File: config.mk
export PLATFORM = sky130hd
export DESIGN_NAME = sext_arbiter
export DESIGN_NICKNAME = d
export VERILOG_FILES = /design/src/rtl/sext_arbiter.sv
export SDC_FILE = /design/constraint.sdc
export NUM_CORES = 1
export LEC_CHECK = 0
export ABC_AREA = 1
export BUFFER_PORTS_ARGS = -buffer_cell sky130_fd_sc_hd__buf_4
export CORE_ASPECT_RATIO = 1.75
export CORE_UTILIZATION = 40
export DETAILED_ROUTE_END_ITERATION = 16
export GPL_TIMING_DRIVEN = 1
export PLACE_DENSITY = 0.7
export REMOVE_ABC_BUFFERS = 1
export SLEW_MARGIN = 0
export SYNTH_ARGS = -nofsm -noshare
export SYNTH_HDL_FRONTEND = slang
export SYNTH_SLANG_ARGS = --single-unit
File: constraint.sdc
create_clock -name clk -period 1.32 [get_ports clk]
set_input_delay 0.066 -clock clk [delete_from_list [all_inputs] [get_ports clk]]
set_output_delay 0.066 -clock clk [all_outputs]
set_load 0.02 [all_outputs]
File: src/rtl/sext_arbiter.sv
// Two-requester round-robin arbiter in front of the shared 4->16 bit sign extender.
// Define SEXT_ARB_FIXED_PRIO_EN to give requester A fixed priority on ties.
module sext_arbiter #(
    parameter int IN_W  = 4,
    parameter int OUT_W = 16
) (
    input  logic             clk,
    input  logic             rst_n,
    input  logic             req_a,
    input  logic [IN_W-1:0]  imm_a,
    input  logic             req_b,
    input  logic [IN_W-1:0]  imm_b,
    output logic             gnt_a,
    output logic             gnt_b,
    output logic [IN_W-1:0]  sext_in,
    input  logic [OUT_W-1:0] sext_out,
    output logic [OUT_W-1:0] result,
    output logic             result_valid,
    output logic             result_id,
    output logic             busy
);

    typedef enum logic [1:0] {
        IDLE   = 2'd0,
        GRANT  = 2'd1,
        RESULT = 2'd2
    } state_e;

    localparam logic OWNER_A = 1'b0;
    localparam logic OWNER_B = 1'b1;

    state_e            state_q, state_d;
    logic [IN_W-1:0]   imm_q, imm_d;
    logic              owner_q, owner_d;
    logic              last_q, last_d;
    logic              gnt_a_q, gnt_a_d;
    logic              gnt_b_q, gnt_b_d;
    logic [OUT_W-1:0]  result_q, result_d;
    logic              result_valid_q, result_valid_d;
    logic              result_id_q, result_id_d;
    logic              busy_q, busy_d;
    logic              win_a_s, win_b_s;

    // Pick the winner among the current requests.
    always_comb begin
        win_a_s = 1'b0;
        win_b_s = 1'b0;
        if (req_a && req_b) begin
`ifdef SEXT_ARB_FIXED_PRIO_EN
            win_a_s = 1'b1;
`else
            // Tie goes to whoever was not served last.
            if (last_q == OWNER_B) begin
                win_a_s = 1'b1;
            end else begin
                win_b_s = 1'b1;
            end
`endif
        end else if (req_a) begin
            win_a_s = 1'b1;
        end else if (req_b) begin
            win_b_s = 1'b1;
        end else begin
            win_a_s = 1'b0;
            win_b_s = 1'b0;
        end
    end

    // Next-state and registered-output computation.
    always_comb begin
        state_d        = state_q;
        imm_d          = imm_q;
        owner_d        = owner_q;
        last_d         = last_q;
        gnt_a_d        = 1'b0;
        gnt_b_d        = 1'b0;
        result_d       = result_q;
        result_valid_d = 1'b0;
        result_id_d    = result_id_q;
        case (state_q)
            IDLE, RESULT: begin
                if (win_a_s) begin
                    imm_d   = imm_a;
                    owner_d = OWNER_A;
                    gnt_a_d = 1'b1;
                    state_d = GRANT;
                end else if (win_b_s) begin
                    imm_d   = imm_b;
                    owner_d = OWNER_B;
                    gnt_b_d = 1'b1;
                    state_d = GRANT;
                end else begin
                    state_d = IDLE;
                end
            end
            GRANT: begin
                // Extender output is combinational on imm_q, stable throughout GRANT.
                result_d       = sext_out;
                result_id_d    = owner_q;
                result_valid_d = 1'b1;
                last_d         = owner_q;
                state_d        = RESULT;
            end
            default: begin
                state_d = IDLE;
            end
        endcase
        busy_d = (state_d != IDLE);
    end

    // State and output registers.
    always_ff @(posedge clk or negedge rst_n) begin
        if (!rst_n) begin
            state_q        <= IDLE;
            imm_q          <= {IN_W{1'b0}};
            owner_q        <= OWNER_A;
            last_q         <= OWNER_B;
            gnt_a_q        <= 1'b0;
            gnt_b_q        <= 1'b0;
            result_q       <= {OUT_W{1'b0}};
            result_valid_q <= 1'b0;
            result_id_q    <= 1'b0;
            busy_q         <= 1'b0;
        end else begin
            state_q        <= state_d;
            imm_q          <= imm_d;
            owner_q        <= owner_d;
            last_q         <= last_d;
            gnt_a_q        <= gnt_a_d;
            gnt_b_q        <= gnt_b_d;
            result_q       <= result_d;
            result_valid_q <= result_valid_d;
            result_id_q    <= result_id_d;
            busy_q         <= busy_d;
        end
    end

    assign gnt_a        = gnt_a_q;
    assign gnt_b        = gnt_b_q;
    assign sext_in      = imm_q;
    assign result       = result_q;
    assign result_valid = result_valid_q;
    assign result_id    = result_id_q;
    assign busy         = busy_q;

endmodule
# Yosys cells after proc, flatten, opt, wreduce, memory -nomap -nowiden
# Cells that the tools add are included.
[word_totals]
reg_bits = 29
out_inout_bits = 25
elab_cells = 38
[classes]
eq_ne = 2
mux = 20
n_reduce_logical = 6
[op_table]
columns = ["operator", "n"]
rows = [
  ["1-bit two-way mux", 17],
  ["4-bit two-way mux", 2],
  ["2-bit one-hot mux with 2 select lines", 1],
  ["2-bit nonzero test", 2],
  ["2-bit by 1-bit equality test with 1-bit output, second input constant", 1],
  ["2-bit equality test, second input constant", 1],
  ["2-bit zero test", 1],
  ["2-bit AND reduction", 1],
  ["2-bit OR reduction", 1],
  ["1-bit logical AND", 1],
]

# Depth between registers and ports, before layout
[depth]
word_depth = 7
ltp_mapped = 6

# Worst setup path before layout
# Ideal clock, no wire load.
[synth_timing]
kind = "flip-flop to flip-flop"
startpoint = "register result_valid (netlist name)"
endpoint = "register result_q[10], in the netlist result[10]"
setup_ps = 117
arrival_time_ps = 987
required_ps = 1203
path_slack_ps = 216
stages_incl_launch_ff = 6
n_path_buf = 1
cell_sequence = "dfrtp_1 -> nor2_8 -> inv_4 -> buf_6 -> nand2_1 -> nand2_1"
[synth_lines]
columns = ["item", "line_no", "source"]
rows = [
  ["to (signal assigned)", "120", "result_q <= {OUT_W{1'b0}};"],
  ["to (signal assigned)", "131", "result_q <= result_d;"],
  ["to (decl)", "38", "logic [OUT_W-1:0] result_q, result_d;"],
]

# Worst setup path after layout
[layout_timing]
startpoint = "register last_q"
endpoint = "register imm_q[2], in the netlist sext_in[2]"
[layout_via]
elab_chain_cells = 4
elab_cells_between_ends = 7
cone_classes = "mux: 5; reduce/logical: 2"
[layout_rtl]
columns = ["item", "line_no", "source"]
rows = [
  ["from (decl)", "35", "logic last_q, last_d;"],
  ["from (signal assigned)", "128", "last_q <= last_d;"],
  ["1-bit two-way mux", "53", "if (last_q == OWNER_B) begin"],
  ["1-bit two-way mux", "48", "if (req_a && req_b) begin"],
  ["2-bit nonzero test (no line)", "--", ""],
  ["2-bit AND reduction (no line)", "--", ""],
  ["to (signal assigned)", "115", "imm_q <= {IN_W{1'b0}};"],
  ["to (signal assigned)", "126", "imm_q <= imm_d;"],
  ["to (decl)", "33", "logic [IN_W-1:0] imm_q, imm_d;"],
]
# Parallel ways exist; a longest one is shown, timed or not.
# A chain may end at the register's enable or synchronous reset.

==> impl_metrics.yaml <==
status:
  status: "finished, violations left"
  failed_checks: "hold timing"
synthesis:
  syn_inst: 127
  yosysTopAreaCellShare_pct: 60.1
  ys_types: 13
  ys_ff_latch: 28
  synth_top_area_cell: "dfrtp_1"
  yosysSeqAreaShare_pct: 62.4
  yosysWarnings: 0
  synth_area_leaders: "dfrtp_1 60%, nand2_1 24%, inv_1 3.7%"
  syn-cell-area_um2: 1120
  syn_avg_cell_area_um2: 8.86
routing:
  first_iter_violations: 22
  drt_wl_total_um: 2690
  ant_nets: 0
  vias: 1061
  drt_pre_antenna_iters: 4
  drc: 0
  wl_per_cell_um: 12.0
  avgViaCountPerCell: 4.74
clock_network:
  cts_tree: "done"
  clk_path_buf_depth: 2
  numCtsBuffers: 3
  clk_pin_slew_worst_paths_ns: 0.09
  clock_latency_ns: 0.27
  cts.sinks: 28
  root_buffer: "clkbuf_8"
  h-tree-depth: 1
setup_path:
  cp.arrival_ns: 1.33
  crit_fanout: 7
  cp_common_cell: "nand2_1"
  critPathMaxStageDelay_ns: 0.54
  end_kind: "flip-flop"
  crit_buf_inv: 0
  timing_worst_setup_path_type: "flip-flop to flip-flop"
  cpLargestDelayFamily: "flip-flops"
  startpoint_type: "flip-flop"
  cpMaxStageDelayCell: "dfstp_2"
  required_ns: 1.49
  path_cells: "nand2_1, nand2_1, nand2_1, nand3_1, nand2_1"
timing:
  max_freq_mhz: 861
  grt_setup_unrepaired: "false"
  worst_hold_slack_ns: -0.00278
  finalCriticalPeriod_ns: 1.16
  hold_violations: 1
  slew-limit-headroom_pct: 77.1
  finClkSkew_ns: 0.00398
  fin_crit_sh_pct: 88.0
  worst_pin_slew_ns: 0.344
  slew_viol_final: 0
  setup_viol: 0
  tns_ns: 0
cells_and_area:
  layout.nets: 226
  drive_gt1_share_pct: 31.5
  mostFrequentLayoutCell: "nand2_1"
  fillers: 223
  fin_area_um2: 1740
  synthToLayoutAreaGrowth_pct: 54.6
  antennaDiodeCount: 0
  layout_common_cells: "71 x nand2_1, 53 x buf_4, 27 x dfrtp_1, 15 x dlygate4sd3_1, 11 x inv_1"
grt:
  grt.overflow.total: 0
  grt_max_degree: 29
  grt_pass1_vias: 1023
  antenna_found_initial: 0
  grtUsageTotal_pct: 18.3
  grt_pass1_wl_um: 4240
floorplanning:
  fp.dieW_um: 42.1
  pin_count: 53
  start_util_pct: 41.8
  die_h_um: 72.2
  dieArea_um2: 3040
  row_count: 25
  placeableCoreArea_um2: 2690
hold_path:
  hold_class: "input port to flip-flop"
pwr:
  peakVddDrop_mv: 0.888
  power.density_nw_per_um2: 1560
  cellLeakagePower_uw: 0.00100
placed_design:
  io_buffer_count: 52
  placed_cell_area_um2: 1530
  globalplace.congestion: 0.847
  place.detailed.hpwl_um: 1850
flow_run:
  max_cap_viol_count: 0
[through the flow]
stage | power (uW) | hold slack (ns) | utilization (%) | std cells | setup WS, ns
2_1_floorplan | 1690 | -0.230 | - | 125 | 0.247
3_3_place_gp | 2140 | -0.00223 | 57.0 | 205 | 0.251
3_5_place_dp | 2170 | 0.00295 | 57.0 | 205 | 0.193
4_1_cts | 2720 | 0.00448 | 64.7 | 224 | 0.170
5_1_grt | 2860 | 0.0143 | 64.7 | 224 | 0.0495
6_report | 2710 | -0.00278 | 64.7 | 224 | 0.158
[where the power goes]
| part | switching (uW) | total, uW | leakage (uW) | internal [uW] |
|---|---|---|---|---|
| Clock | 258 | 525 | 0.0000288 | 267 |
| Sequential | 121 | 1200 | 0.000341 | 1070 |
| Combinational | 564 | 989 | 0.000629 | 425 |
| Total | 943 | 2710 | 0.00100 | 1770 |
[layout make-up]
type,instances,area (um^2),share of cell area (%)
inverters,13,51.3,2.95
well taps,27,33.8,1.94
multi-input cells,84,349,20.1
clock buffers,4,55.1,3.17
flip-flops and latches,28,702,40.4
repair buffers,68,548,31.5
[registers in the layout (all words and copies together) (netlist names)]
signal,count
result,16
sext_in,4
busy,1
gnt_a,1
gnt_b,1
last_q,1
owner_q,1
result_id,1
result_valid,1
state_q,1
[worst register-to-register path: stages, from the launching register on]
cell and delay, ns:
dfstp_2 0.54, nand2_1 0.13, nand2_1 0.16, nand2_1 0.08, nand3_1 0.08, nand2_1 0.06
[cell usage after synthesis]
| cell | count |
|---|---|
| a21oi_1 | 1 |
| buf_6 | 2 |
| dfrtp_1 | 27 |
| dfstp_2 | 1 |
| inv_1 | 11 |
| inv_2 | 1 |
| inv_4 | 1 |
| nand2_1 | 71 |
| nand3_1 | 8 |
| nor2_1 | 1 |
| nor2_8 | 1 |
| o21ai_0 | 1 |
| o21ai_2 | 1 |
[cell families (layout without fill, tap and decap cells)]
family / count (synthesis) / in the layout / share of synthesized area [%]
AND/OR/NAND/NOR: 81 / 81 / 29.4
flip-flops: 28 / 28 / 62.4
buffers and inverters: 15 / 85 / 6.56
AO/OA/AOI/OAI: 3 / 3 / 1.67
[worst paths after layout]
kind                                    startpoint                     end  slack (ns)  cells past startpoint
worst min-delay path                  sext_out[13]  result[13]$_DFFE_PN0P_      -0.003                      3
worst max-delay path            last_q$_DFFE_PN1P_  sext_in[2]$_DFFE_PN0P_        0.16                      5
max in group asynchronous                    rst_n      last_q$_DFFE_PN1P_        0.79                      2
min in group asynchronous                    rst_n         gnt_b$_DFF_PN0_        0.23                      2
worst max register to register  last_q$_DFFE_PN1P_  sext_in[2]$_DFFE_PN0P_        0.16                      5
worst min register to register  last_q$_DFFE_PN1P_      last_q$_DFFE_PN1P_        0.47                      2
[timing repair]
action / CTS / global route
resized for setup: 0 / 0
hold endpoints to repair: 42 / 0
hold buffers: 15 / 0
setup endpoints to repair: 0 / 0
setup buffers: 0 / 0
[metal layers]
metal / up-vias / share of wire, % / track usage (%)
li1: 520 / - / -
met1: 499 / 39 / 18.5
met2: 35 / 54 / 35.4
met3: 7 / 4.4 / 2.99
met4: 0 / 2.4 / 8.68
met5: - / 0 / 0
Power figures use the tool's default switching activity.
